==> src/rtl/instruction_memory_pkg.sv <==
// Shared definitions for the execute/commit block: default data width,
// opcode type and opcode encodings.
package instruction_memory_pkg;

  localparam int DATA_WIDTH = 8;

  typedef logic [2:0] opcode_t;

  localparam opcode_t OP_ADD = 3'b000;
  localparam opcode_t OP_SUB = 3'b001;
  localparam opcode_t OP_AND = 3'b010;
  localparam opcode_t OP_OR  = 3'b011;
  localparam opcode_t OP_XOR = 3'b100;
  localparam opcode_t OP_MUL = 3'b101;
  localparam opcode_t OP_DIV = 3'b110;
  localparam opcode_t OP_CMP = 3'b111;

endpackage

==> src/rtl/instruction_memory_alu_core.sv <==
// Purely combinational ALU: a, b, opcode -> alu_out, carry_out.
// Build option: define INSTR_MEM_MULDIV_EN to include the multiplier and
// divider; without it MUL/DIV return zero with a clear flag.
module alu_core
  import instruction_memory_pkg::*;
#(
  parameter int WIDTH = DATA_WIDTH
) (
  input  logic [WIDTH-1:0] a,
  input  logic [WIDTH-1:0] b,
  input  opcode_t          opcode,
  output logic [WIDTH-1:0] alu_out,
  output logic             carry_out
);

  logic [WIDTH:0] sum;
  logic [WIDTH:0] diff;

  // Extended sum/difference; the top bit of diff is the borrow (a < b).
  assign sum  = {1'b0, a} + {1'b0, b};
  assign diff = {1'b0, a} - {1'b0, b};

`ifdef INSTR_MEM_MULDIV_EN
  logic [2*WIDTH-1:0] prod;
  logic [WIDTH-1:0]   quot;

  // Full-width product so the high half can flag overflow.
  assign prod = {{WIDTH{1'b0}}, a} * {{WIDTH{1'b0}}, b};
  // Guard the divisor so the divider never sees zero; the zero case is
  // overridden in the opcode mux anyway.
  assign quot = (b == '0) ? '0 : (a / b);
`endif

  // Opcode mux; evaluated every cycle independent of commit.
  always_comb begin
    alu_out   = '0;
    carry_out = 1'b0;
    case (opcode)
      OP_ADD: begin
        alu_out   = sum[WIDTH-1:0];
        carry_out = sum[WIDTH];
      end
      OP_SUB: begin
        alu_out   = diff[WIDTH-1:0];
        carry_out = diff[WIDTH];
      end
      OP_AND: alu_out = a & b;
      OP_OR:  alu_out = a | b;
      OP_XOR: alu_out = a ^ b;
`ifdef INSTR_MEM_MULDIV_EN
      OP_MUL: begin
        alu_out   = prod[WIDTH-1:0];
        carry_out = |prod[2*WIDTH-1:WIDTH];
      end
      OP_DIV: begin
        if (b == '0) begin
          alu_out   = '1;
          carry_out = 1'b1;
        end else begin
          alu_out   = quot;
        end
      end
`else
      OP_MUL: alu_out = '0;
      OP_DIV: alu_out = '0;
`endif
      OP_CMP: begin
        alu_out   = (a > b) ? WIDTH'(1) : '0;
        carry_out = (a == b);
      end
      default: begin
        alu_out   = '0;
        carry_out = 1'b0;
      end
    endcase
  end

endmodule

==> src/rtl/instruction_memory.sv <==
// Single-cycle execute/commit block: live ALU result plus registered commit
// of result and opcode when save is high.
// Build option: INSTR_MEM_MULDIV_EN enables MUL/DIV inside alu_core.
module instruction_memory
  import instruction_memory_pkg::*;
#(
  parameter int WIDTH = DATA_WIDTH
) (
  input  logic             clk,
  input  logic             reset,
  input  logic [WIDTH-1:0] a,
  input  logic [WIDTH-1:0] b,
  input  opcode_t          opcode,
  input  logic             save,
  output opcode_t          alu_sel,
  output logic [WIDTH-1:0] alu_out,
  output logic             carry_out,
  output logic [WIDTH-1:0] data_out
);

  alu_core #(.WIDTH(WIDTH)) u_alu_core (
    .a         (a),
    .b         (b),
    .opcode    (opcode),
    .alu_out   (alu_out),
    .carry_out (carry_out)
  );

  // Commit registers; an unknown save falls into the hold branch.
  always_ff @(posedge clk or negedge reset) begin
    if (!reset) begin
      data_out <= '0;
      alu_sel  <= OP_ADD;
    end else if (save) begin
      data_out <= alu_out;
      alu_sel  <= opcode;
    end
  end

endmodule

==> config.mk <==
export PLATFORM = sky130hd
export DESIGN_NAME = instruction_memory
export DESIGN_NICKNAME = d
export VERILOG_FILES = /design/src/rtl/instruction_memory_pkg.sv /design/src/rtl/instruction_memory_alu_core.sv /design/src/rtl/instruction_memory.sv
export SDC_FILE = /design/constraint.sdc
export NUM_CORES = 1
export LEC_CHECK = 0
export ABC_AREA = 0
export CAP_MARGIN = 10
export CORE_AREA = 2 2 74 76
export DETAILED_ROUTE_END_ITERATION = 10
export DIE_AREA = 0 0 76 78
export HOLD_SLACK_MARGIN = 0.15
export MAX_ROUTING_LAYER = met4
export PLACE_DENSITY_LB_ADDON = 0.3
export SLEW_MARGIN = 25
export SYNTH_ARGS = -nofsm -noshare
export SYNTH_HDL_FRONTEND = slang
export SYNTH_SLANG_ARGS = --single-unit
==> constraint.sdc <==
create_clock -name clk -period 2.9 [get_ports clk]
set_clock_uncertainty 0.2 [all_clocks]
set_input_delay 0.58 -clock clk [delete_from_list [all_inputs] [get_ports clk]]
set_output_delay 0.58 -clock clk [all_outputs]
set_load 0.05 [all_outputs]
# Word level (Yosys, flattened, before mapping)
# Cells that the tools add are included.
# classes
n_addsub	2
multipliers	0
n_div	0
n_lt_le_gt_ge	1
eq_ne	8
shift	0
muxes	3
bitwise	3
n_reduce_logical	2
# op_table
cell	n
8-bit case mux with 7 select lines	1
3-bit == test, second input constant	4
8-bit by 8-bit adder with 9-bit output	1
8-bit by 8-bit subtractor with 9-bit output	1
8-bit bitwise AND	1
8-bit == test	1
8-bit > comparator	1
8-bit bitwise OR	1
8-bit XOR	1
3-bit by 2-bit == test with 1-bit output, second input constant	2
3-bit by 1-bit == test with 1-bit output, second input constant	1
3-bit logical NOT	1
1-bit case mux with 3 select lines	1
2-bit OR reduction	1
1-bit 2-to-1 mux	1
# totals
register_bits	11
latch_bits	0
mem_bits_rw	0
rom_bits	0
input_bits	22
output_inout_bits	20
word_cells	21
memories	0

# Depth between registers and ports, before layout
# logic_depth
ltp_word	3
depth_mapped	10
ltp_nobuf	10

# By module
# From an unflattened synthesis, not the netlist that was laid out.
# hier_totals
cells_unflattened	205
area_unflattened_um2	1719.1
# modules_own_cells
module	n_inst	cells_per_inst	area_each_um2	seq_area_each_um2
alu_core	1	182	1271.2	0.0
instruction_memory	1	23	447.9	275.3

# Least setup slack after synthesis
# No wires, ideal clock.
# synth_path
kind	in2out
start	input a[0]
end	output alu_out[6]
arrival_ps	2694
required_ps	2120
slack_ps	-574
path_stages	7
n_path_buf	0
path_cell_list	ha_1 fa_1 a21oi_1 nor2b_1 a311o_1 a22o_1 o22ai_1
# synth_via
elab_chain_cells	2
word_cells_on_any_way	3
classes_between	add/sub (2); mux (1)
# synth_rtl
element	line_no	rtl
start: declaration	instruction_memory.sv:11	input logic [WIDTH-1:0] a,
8-bit by 8-bit subtractor with 9-bit output / 8-bit by 8-bit adder with 9-bit output (equally long branches)	instruction_memory_alu_core.sv:21, instruction_memory_alu_core.sv:20	
8-bit case mux with 7 select lines *	instruction_memory_alu_core.sv:38	case (opcode)
end: declaration	instruction_memory.sv:16	output logic [WIDTH-1:0] alu_out,
# Every way passes the cells marked *; elsewhere a longest branch is shown, timed or not.

# Final worst setup path
# layout_path
start	input b[1]
end	output alu_out[2]
# layout_via
elab_chain_cells	2
word_cells_on_any_way	3
classes_between	add/sub (2); mux (1)
# layout_rtl
element	line_no	rtl
start: declaration	instruction_memory.sv:12	input logic [WIDTH-1:0] b,
8-bit by 8-bit subtractor with 9-bit output / 8-bit by 8-bit adder with 9-bit output (equally long branches)	instruction_memory_alu_core.sv:21, instruction_memory_alu_core.sv:20	
8-bit case mux with 7 select lines *	instruction_memory_alu_core.sv:38	
# Marks and branches as above.

==> flow_metrics.tcl <==
set metrics [dict create \
    start_kind "primary input" \
    leakage_nw 1.58 \
    async_flop_share_pct 100 \
    ys_seq_area_share_pct 16.0 \
    cp_slowest_cell "fa_2" \
    synth_nets 263 \
    fp-row-count 26 \
    cts_root_buf "clkbuf_8" \
    avgRoutedWirePerCell_um 14.7 \
    sw_frac_of_total_pct 41.4 \
    max-cap-violations 0 \
    critPathKind "primary input to primary output" \
    power_frac_clock_pct 12.7 \
    synthCells 215 \
    grt_pass1_vias 2062 \
    drc 0 \
    io_pins 42 \
    internal_power_uw 663 \
    die_area_sq_um 5930 \
    clock_path_buffers 2 \
    vias_per_cell 5.09 \
    n_antenna_cell 0 \
    path_buf_inv 6 \
    fin_worst_hold_slack_ns 0.301 \
    path_delay_family "buffers and inverters" \
    comb_power_share_pct 70.6 \
    timing.final.ws_setup_ns -0.260 \
    tightestPinTransition_ns 0.499 \
    wl_mm 6.00 \
    port_buffers 41 \
    ys.flop_type "dfrtp_1" \
    grt_max_degree 14 \
    core_area_sq_um 5040 \
    chipHeight_um 78 \
    post-route-util_pct 68.7 \
    layout_commonest_cell "buf_4" \
    min_period_ns 3.16 \
    final_nets 388 \
    cp_max_fo 2 \
    syn-cell-area_sq_um 1720 \
    htreeDepth 1 \
    maxSlewViolCount 0 \
    die_w_um 76 \
    vias 2080 \
    max_stage_delay_ns 0.41 \
    place.gp.congestion 0.916 \
    timing.final.crit_share_pct 109 \
    required_ns 2.12 \
    path_cells "buf_8 > buf_6 > fa_2 > buf_4 > buf_6 > buf_6 > nor3b_2 > a211oi_2 > a21oi_1 > a22o_1 > buf_12" \
    grt_antenna_before_repair 0 \
    drive_gt1_share_pct 58.7 \
    power_density_nw_per_um2 326 \
    regToRegSetupSlack_ns 1.93 \
    final.fill_count 391 \
    rsz0062_at_grt "true" \
    final_cell_mix "buf_4 (73), buf_6 (20), ha_4 (15)" \
    grt_util_all_layers_pct 20.2 \
    worst_skew_pair.late_latency_ns 0.23 \
    dr.pass1.iters 5 \
    gr-total-overflow 0 \
    cts_hold_buf 0 \
    p_seq_share_pct 16.7 \
    area_growth_syn_to_layout_pct 101 \
    synth_top_area_share_pct 17.5 \
    cts_sinks 11 \
    vdd_drop_max_v 0.000232 \
    yosysWarnings 0 \
    yosysTopAreaCell "ha_1" \
    min_path_type "flip-flop to flip-flop" \
    drtIter0Drc 105 \
    synth-seq-cells 11 \
    crit_top_cell "buf_6" \
    tritoncts.num_buffers 3 \
    netlist-cell-type-count 57 \
    slew-limit-headroom_pct 66.6 \
    arrival_ns 2.38 \
    endpoint_kind "primary output" \
    violations "setup timing" \
    synth_area_per_cell_sq_um 8.00 \
    finalHoldViolCount 0 \
    hpwl_mm 4.35 \
    fmax_mhz 316 \
    final_antenna_net_count 0 \
    grt_pass1_wl_mm 9.60 \
    clk_pin_slew_ns 0.05 \
    yosys-top-cells-area "ha_1 (17%), dfrtp_1 (16%), inv_1 (5.7%)" \
    synth_edf_count 0 \
    power_switching_uw 468 \
    setup-violations-final 9 \
    cts_tree "built" \
    timing.setup.tns_ns -1.37 \
    start_util_pct 34.1 \
    outcome "finished, violations left" \
]
-- cells in the mapped netlist, drive strengths merged (3+ instances only) --
cell type  count
ha            24
nand2b         4
buf            7
nand2          7
inv           27
a21o           4
o21ai         11
and3           3
nor2b          9
mux2           9
a22oi          5
a22o           3
nor3           8
dfrtp         11
nor2          17
clkbuf         3
a21oi         14
nand3          6
o22ai          5
-- kinds of logic (layout without fill, tap and decap cells) --
logic type      after synthesis  after routing  share of synthesized area, %
buf+inv                      37            161                          10.0
fa+ha+maj                    26             26                          19.8
compound gates               64             64                          26.0
mux                          11             11                          7.27
flops                        11             11                          16.0
simple gates                 65             65                          20.4
xor+xnor                      1              1                         0.509
-- layout make-up --
cell class | instances | area, sq um | share of cell area, %
clock buffer | 4 | 45.0 | 1.30
inverter | 27 | 116 | 3.36
multi-input combinational | 167 | 1710 | 49.4
sequential | 11 | 275 | 7.94
tap | 70 | 87.6 | 2.53
timing repair buffer | 130 | 1230 | 35.5
-- power groups by stage --
stage | registers [mW] | clock network (mW) | logic, mW
after floorplan | 0.272 | 0 | 0.281
after global placement | 0.190 | 0 | 0.637
after detailed placement | 0.191 | 0 | 0.645
after CTS | 0.189 | 0.148 | 0.765
after global routing | 0.192 | 0.151 | 0.842
final | 0.188 | 0.144 | 0.798
-- worst paths after layout --
check | cells after the start | endpoint | from
min in group asynchronous | 1 | data_out[0] | reset
min | 1 | alu_sel[2] | alu_sel[2]
max reg2reg | 1 | data_out[5] | data_out[5]
max | 11 | alu_out[2] | b[1]
max in group asynchronous | 1 | data_out[7] | reset
min reg2reg | 1 | alu_sel[2] | alu_sel[2]
-- routing by layer --
layer	vias up	global-route usage (%)	share of wire, %
met5	-	-	0
met4	0	4.18	1.4
met3	10	1.98	5.3
met2	73	37.4	52
met1	966	23.9	42
li1	1031	-	-
-- stage by stage --
| stage | area [sq um] | setup WS [ns] | power [mW] | instances |
|---|---|---|---|---|
| 6_report | 3470 | -0.260 | 1.13 | 409 |
| 5_1_grt | 3470 | -0.315 | 1.19 | 409 |
| 4_1_cts | 3380 | -0.361 | 1.10 | 403 |
| 3_5_place_dp | 2790 | -0.829 | 0.837 | 385 |
| 3_3_place_gp | 2790 | -0.816 | 0.827 | 385 |
| 2_1_floorplan | 1780 | -0.199 | 0.552 | 215 |
-- repair_timing --
item                                    CTS  global route
gates resized for setup                 163            13
endpoints found under the setup margin   15            10
buffers inserted                         17             6
pin swaps                                42            18
cloned                                    0             0
-- registers in the layout, summed over array words and instances, names as in the netlist --
name and flops:
data_out 8, alu_sel 3
Power figures use the tool's default switching activity.
